[config.mk]
export PLATFORM = sky130hd
export DESIGN_NAME = reg_file_sb
export DESIGN_NICKNAME = d
export VERILOG_FILES = /design/src/rtl/rf_pkg.sv /design/src/rtl/rf_scoreboard.sv /design/src/rtl/reg_file_sb.sv
export SDC_FILE = /design/constraint.sdc
export NUM_CORES = 1
export LEC_CHECK = 0
export BUFFER_PORTS_ARGS = -buffer_cell sky130_fd_sc_hd__clkbuf_2
export CAP_MARGIN = 20
export CORE_MARGIN = 2
export CORE_UTILIZATION = 35
export DETAILED_ROUTE_END_ITERATION = 10
export GPL_TIMING_DRIVEN = 0
export HOLD_SLACK_MARGIN = 0.05
export SLEW_MARGIN = 0
export SYNTH_ARGS = -nofsm -noshare
export SYNTH_HDL_FRONTEND = slang
export SYNTH_HIERARCHICAL = 1
export SYNTH_SLANG_ARGS = --single-unit
[constraint.sdc]
create_clock -name clk -period 9.6 [get_ports clk]
set_input_delay 0 -clock clk [delete_from_list [all_inputs] [get_ports clk]]
set_output_delay 0 -clock clk [all_outputs]
set_load 0.02 [all_outputs]
[src/rtl/rf_pkg.sv]
// rf_pkg: shared defaults, register-file types and the popcount helper.
package rf_pkg;
  localparam int RF_DATA_W = 16;
  localparam int RF_NUM_REGS = 8;
  localparam int RF_MAX_REGS = 1024;
  typedef logic [$clog2(RF_NUM_REGS)-1:0] rf_addr_t;
  typedef logic [RF_DATA_W-1:0] rf_data_t;
  function automatic int popcount(input logic [RF_MAX_REGS-1:0] v);
    int c;
    c = 0;
    for (int i = 0; i < RF_MAX_REGS; i++) c += int'(v[i]);
    return c;
  endfunction
endpackage

[src/rtl/rf_scoreboard.sv]
// rf_scoreboard: per-register pending-write bits and registered busy count.
// RF_ZERO_REG_EN keeps register 0 permanently not busy.
module rf_scoreboard
  import rf_pkg::*;
#(
  parameter int NUM_REGS = RF_NUM_REGS,
  localparam int ADDR_W = $clog2(NUM_REGS)
) (
  input  logic                clk,
  input  logic                rst,
  input  logic                issue_en,
  input  logic [ADDR_W-1:0]   issue_addr,
  input  logic                wr_en,
  input  logic [ADDR_W-1:0]   wr_addr,
  output logic [NUM_REGS-1:0] busy,
  output logic [ADDR_W:0]     busy_cnt
);
  localparam int CNT_W = ADDR_W + 1;
  logic [NUM_REGS-1:0] busy_d;
  // A new producer wins over a retiring one on the same register.
  always_comb begin
    busy_d = busy;
    for (int i = 0; i < NUM_REGS; i++)
      busy_d[i] = (issue_en && issue_addr == ADDR_W'(i)) ? 1'b1 :
                  (wr_en && wr_addr == ADDR_W'(i)) ? 1'b0 : busy[i];
`ifdef RF_ZERO_REG_EN
    busy_d[0] = 1'b0;
`endif
  end
  always_ff @(posedge clk or posedge rst) begin
    if (rst) begin
      busy <= '0;
      busy_cnt <= '0;
    end else begin
      busy <= busy_d;
      busy_cnt <= CNT_W'(popcount(RF_MAX_REGS'(busy_d)));
    end
  end
endmodule

[src/rtl/reg_file_sb.sv]
// reg_file_sb: 2R/1W register file with write bypass and pending-write scoreboard.
// RF_ZERO_REG_EN hardwires register 0 to zero.
module reg_file_sb
  import rf_pkg::*;
#(
  parameter int DATA_W = RF_DATA_W,
  parameter int NUM_REGS = RF_NUM_REGS,
  localparam int ADDR_W = $clog2(NUM_REGS)
) (
  input  logic              clk,
  input  logic              rst,
  input  logic [ADDR_W-1:0] rd_addr1,
  input  logic [ADDR_W-1:0] rd_addr2,
  output logic [DATA_W-1:0] rd_data1,
  output logic [DATA_W-1:0] rd_data2,
  output logic              rd_busy1,
  output logic              rd_busy2,
  input  logic              wr_en,
  input  logic [ADDR_W-1:0] wr_addr,
  input  logic [DATA_W-1:0] wr_data,
  input  logic              issue_en,
  input  logic [ADDR_W-1:0] issue_addr,
  output logic [ADDR_W:0]   busy_cnt
);
  logic [DATA_W-1:0] mem [NUM_REGS];
  logic [NUM_REGS-1:0] busy;
  logic wr_ok;
  rf_scoreboard #(.NUM_REGS(NUM_REGS)) u_sb (
    .clk(clk), .rst(rst), .issue_en(issue_en), .issue_addr(issue_addr),
    .wr_en(wr_en), .wr_addr(wr_addr), .busy(busy), .busy_cnt(busy_cnt)
  );
  // Dropping writes to r0 also suppresses its bypass, so r0 always reads 0.
`ifdef RF_ZERO_REG_EN
  assign wr_ok = wr_en && wr_addr != '0;
`else
  assign wr_ok = wr_en;
`endif
  always_ff @(posedge clk or posedge rst) begin
    if (rst) begin
      for (int i = 0; i < NUM_REGS; i++) mem[i] <= '0;
    end else if (wr_ok) begin
      mem[wr_addr] <= wr_data;
    end
  end
  always_comb begin
    rd_data1 = (wr_ok && wr_addr == rd_addr1) ? wr_data : mem[rd_addr1];
    rd_data2 = (wr_ok && wr_addr == rd_addr2) ? wr_data : mem[rd_addr2];
    rd_busy1 = busy[rd_addr1] && !(wr_en && wr_addr == rd_addr1);
    rd_busy2 = busy[rd_addr2] && !(wr_en && wr_addr == rd_addr2);
  end
endmodule
Yosys cells after proc, flatten, opt, wreduce, memory -nomap -nowiden
Index checks and enable logic that the tools add are counted.
{"block": "word_totals", "ram_bits": 0, "n_memories": 0, "inputBits": 32, "elab_cells": 98, "mem_bits_ro": 0, "register_bits": 140, "output_inout_bits": 38, "latchBits": 0}
{"block": "classes", "n_eq_ne": 16, "n_div": 0, "muxes": 31, "addsub": 7, "magnitude_cmp": 6, "shifts": 0, "n_reduce_logical": 25, "bitwise": 3, "multipliers": 0}
{"op": "$bwmux 128", "n": 1}
{"op": "$mux 16", "n": 7}
{"op": "$bmux 16 s3", "n": 2}
{"op": "$demux 16 s3", "n": 1}
{"op": "$add 4x2->4", "n": 6}
{"op": "$eq 3x3->1 const B", "n": 8}
{"op": "$logic_and 1x1->1", "n": 21}
{"op": "$mux 1", "n": 18}
{"op": "$eq 3x2->1 const B", "n": 4}
{"op": "$ge 4x4->1 const B", "n": 3}
{"op": "$not 3->4", "n": 3}
{"op": "$lt 3x4->1 const B", "n": 2}
{"op": "$bmux 1 s3", "n": 2}
{"op": "$eq 3x1->1 const B", "n": 2}
{"op": "$eq 3x3->1", "n": 2}
{"op": "$logic_not 3->1", "n": 2}
{"op": "$lt 4x1->1 const B", "n": 1}
{"op": "$add 1x1->2", "n": 1}
{"op": "$logic_not 1->1", "n": 2}

Longest topological paths before layout
{"block": "depth", "ltp_word": 11, "mapped_depth": 13, "ltp_nobuf": 12}

Modules after synthesis
Netlist, hierarchy kept.
{"mod": "reg_file_sb", "cells_per_inst": 461, "seq_area_each_um2": 3203.1, "area_each_um2": 7746.2, "instances": 1}
{"mod": "rf_scoreboard", "cells_per_inst": 59, "seq_area_each_um2": 300.3, "area_each_um2": 696.9, "instances": 1}

Worst setup path before layout
OpenSTA, ideal clock, no wires.
{"block": "synth_path", "path_type": "input to register", "startpoint": "in wr_addr[1]", "endpoint": "reg u_sb.busy_cnt[2]", "stages": 12, "required_time_ns": 9.477, "path_buffers": 0, "path_slack_ns": 6.610, "t_arrival_ns": 2.868, "setup_ns": 0.123, "cell_sequence": "or4b_1 > a22oi_1 > fa_1 > inv_1 > fa_1 > inv_1 > fa_1 > inv_1 > ha_1 > inv_1 > fa_1 > xnor2_1"}
{"block": "synth_via", "elab_chain_len": 11, "word_cells_on_any_way": 39, "classes_between": "add/sub (7); eq/ne (7); mux (16); reduce/logical (9)"}
{"item": "start: declaration", "line_no": "reg_file_sb.sv:19", "text": "input logic [ADDR_W-1:0] wr_addr,"}
{"item": "$eq 3x1->1 / $logic_not 3->1 (equally long branches)", "line_no": "rf_scoreboard.sv:25", "text": "(wr_en && wr_addr == ADDR_W'(i)) ? 1'b0 : busy[i];"}
{"item": "$logic_and 1x1->1", "line_no": "rf_scoreboard.sv:25"}
{"item": "$mux 1", "line_no": "rf_scoreboard.sv:25"}
{"item": "$mux 1", "line_no": "rf_scoreboard.sv:24", "text": "busy_d[i] = (issue_en && issue_addr == ADDR_W'(i)) ? 1'b1 :"}
{"item": "$add 1x1->2", "line_no": "rf_pkg.sv:11", "text": "for (int i = 0; i < RF_MAX_REGS; i++) c += int'(v[i]);"}
{"item": "$add 4x2->4 (5 in a row)", "line_no": "rf_pkg.sv:11"}
{"item": "$add 4x2->4 (*)", "line_no": "rf_pkg.sv:11"}
{"item": "end signal: assignment", "line_no": "rf_scoreboard.sv:36", "text": "busy_cnt <= CNT_W'(popcount(RF_MAX_REGS'(busy_d)));"}
{"item": "end: declaration", "line_no": "rf_scoreboard.sv:16", "text": "output logic [ADDR_W:0] busy_cnt"}
Mark *: on every way between the ends. The rest lies on a longest branch, timed or not.
A chain may end at the register's enable or synchronous reset.

Worst setup path in the final report
{"block": "layout_path", "startpoint": "in wr_addr[1]", "endpoint": "reg u_sb.busy_cnt[1]"}
The elaborated chain is that of the path after synthesis.

==> results_dict.tcl <==
set metrics [dict create \
    cp.required_ns 9.92 \
    fp.dieW_um 159 \
    multiInputGateArea_sq_um 4510 \
    tightest_slew_ns 0.862 \
    dpl_cell_area_sq_um 9110 \
    path_buf_inv 7 \
    wl_per_cell_um 22.9 \
    dp_cells 887 \
    maxSlewViolCount 0 \
    fin_total_pwr_w 0.00209 \
    die_h_um 159 \
    cp-start-kind "input port" \
    grt_usage 0.174 \
    grt_max_degree 70 \
    p_leak_nw 4.25 \
    cpLargestDelayFamily "adder cells" \
    numCtsBuffers 17 \
    ys_warn_count 6 \
    synth_fp_nets 559 \
    ant_nets 0 \
    syn-instance-count 520 \
    synth_top_cell_area_share 0.415 \
    cts_setup_buffers 0 \
    die_area_sq_um 25400 \
    num_rows 56 \
    status "finished, final reports clean" \
    grt_pass1_wl_mm 33.2 \
    setup_tns_ns 0 \
    cap_violations 0 \
    final_common_cell "mux2_2" \
    slew_headroom 0.426 \
    stdcell_area_sq_um 9820 \
    ios 70 \
    nFillCells 2176 \
    grt_pass1_vias 5485 \
    cp_common_cell "inv_1" \
    synth_area_per_cell_sq_um 16.2 \
    wl_met3_um 875 \
    period_share 0.356 \
    preCtsSetupSlack_ns 6.31 \
    drtIter0Drc 324 \
    setup_viol 0 \
    cts_resized 0 \
    syn_area_sq_um 8440 \
    area_delta_synth_final_pct 16.3 \
    nNetsFinal 640 \
    hp-class "in2reg" \
    regArea_sq_um 3500 \
    rsz0062_at_grt "false" \
    dr.pass1.iters 4 \
    synth_area_leader_cell "dfrtp_1" \
    cts_root_buf "clkbuf_16" \
    period_minus_slack_ns 3.41 \
    cts.htree.levels 4 \
    diodes 0 \
    finalNonFillerCells 933 \
    ys_seq_elements 140 \
    drt-met1-wl_mm 9.50 \
    yosysUniqueCellTypes 34 \
    max_clock_freq_mhz 293 \
    cts_tree "yes" \
    cts_hold_buf 14 \
    routabilityCongestion 0.819 \
    crit_chain "dlygate4sd3_1, clkbuf_2, or4b_1, a22oi_1, fa_1, inv_1, fa_1, inv_1, fa_1, inv_1, ha_1, inv_1, fa_1, inv_1" \
    setup_ws_ns 6.19 \
    clkLatencyLatePin_ns 0.42 \
    powerDensity_nw_per_um2 213 \
    clk_pin_slew_ns 0.06 \
    synth_area_leaders "dfrtp_1, mux2_2, mux4_1" \
    met2_length_mm 10.7 \
    hpwl_mm 13.8 \
    route.detailed.drc 0 \
    hold_viol 0 \
    final_cell_mix "mux2_2, dfrtp_1, clkbuf_2, mux4_1, mux2_4" \
    wirelength_mm 21.4 \
    grt-ovfl-total 0 \
    antenna_found_initial 0 \
    critPathArrivalTime_ns 3.73 \
    highest_layer "met4" \
    end_kind "flip-flop" \
    worstPathMaxFanout 9 \
    vias 5109 \
    viasPerCell 5.48 \
    peakVddDrop_mv 0.121 \
    core-area_sq_um 23500 \
    cts.sinks 140 \
    portBuffers 47 \
    synth-seq-area-share 0.415 \
    drive_above_1_share 0.539 \
    slowest_delay_ns 0.56 \
    cts_buffer_depth 2 \
    clock-skew-final_ns 0.00334 \
    crit_slowest_cell "or4b_1" \
    crit_type "in2reg" \
    start_util 0.359 \
]
[power by group]
group | switching [W] | internal, W
Clock | 0.000257 | 0.000377
Combinational | 0.000272 | 0.000366
Sequential | 0.0000936 | 0.000727
[cell usage after synthesis]
| cell type | count |
|---|---|
| mux4_2 | 15 |
| buf_1 | 10 |
| buf_12 | 3 |
| clkbuf_1 | 3 |
| buf_8 | 2 |
| nand4_1 | 3 |
| a32o_1 | 2 |
| nor2_1 | 1 |
| or4b_1 | 1 |
| fa_1 | 4 |
| nor2b_1 | 4 |
| buf_2 | 11 |
| a22o_1 | 6 |
| mux4_1 | 53 |
| nand4b_1 | 6 |
| nor3b_2 | 2 |
| dfrtp_1 | 140 |
| mux2_2 | 175 |
| xnor2_1 | 7 |
| buf_4 | 7 |
| a32oi_1 | 2 |
| nand4_2 | 1 |
| buf_6 | 10 |
| a22oi_1 | 3 |
| a21oi_1 | 1 |
| nand4bb_1 | 3 |
| inv_1 | 10 |
| nand2_1 | 1 |
| mux2_4 | 19 |
| clkbuf_2 | 6 |
| and2_1 | 3 |
| nand2b_1 | 1 |
| ha_1 | 3 |
| nor3_2 | 2 |
[final timing paths]
path	startpoint	endpoint	slack, ns	cells after the start
setup / recovery	wr_addr[1]	u_sb/busy_cnt[1]	6.19	14
min in group asynchronous	rst	u_sb/busy_cnt[1]	0.19	3
hold / removal	wr_en	u_sb/busy[2]	0.09	3
setup reg to reg	u_sb/busy[0]	u_sb/busy_cnt[1]	6.57	11
hold reg to reg	mem[28]	mem[28]	0.51	1
max in group asynchronous	rst	mem[38]	8.63	4
[cells by family (layout without fill, tap and decap cells)]
kind of cell	Yosys count	in the layout	share of synthesized area
adders and majority gates	7	7	0.0139
muxes	262	262	0.472
and+or+nand+nor	28	28	0.0273
AOI/OAI and AO/OA	14	14	0.0139
DFF	140	140	0.415
xor gates and xnor gates	7	7	0.00726
buffers and inverters	62	156	0.0505
[registers in the layout, summed over array words and instances (netlist names)]
register,cells
mem,128
u_sb/busy,8
u_sb/busy_cnt,4
[worst min-delay path: stages]
cell,delay (ns)
clkbuf_2,0.17
nand4bb_1,0.13
a22o_1,0.15
[final cells by class]
type | instances | share of cell area
Sequential cell | 140 | 0.357
Multi-Input combinational cell | 318 | 0.460
Timing Repair Buffer | 62 | 0.0410
Clock buffer | 23 | 0.0487
Buffer | 52 | 0.0396
Clock inverter | 9 | 0.00892
Tap cell | 319 | 0.0407
Inverter | 10 | 0.00433
[per-layer routing]
layer | up-vias | global-route usage
met5 | - | 0
met1 | 2708 | 0.226
met2 | 149 | 0.303
met4 | 0 | 0.0426
li1 | 2231 | -
met3 | 21 | 0.0326
[stage by stage]
| stage | hold slack [ns] | util |
|---|---|---|
| 4_1_cts | 0.0631 | 0.417 |
| 5_1_grt | 0.100 | 0.417 |
| 6_report | 0.0886 | 0.417 |
| 3_5_place_dp | 0.0896 | 0.387 |
| 2_1_floorplan | -0.135 | - |
| 3_3_place_gp | 0.0237 | 0.386 |
Power figures use the tool's default switching activity.
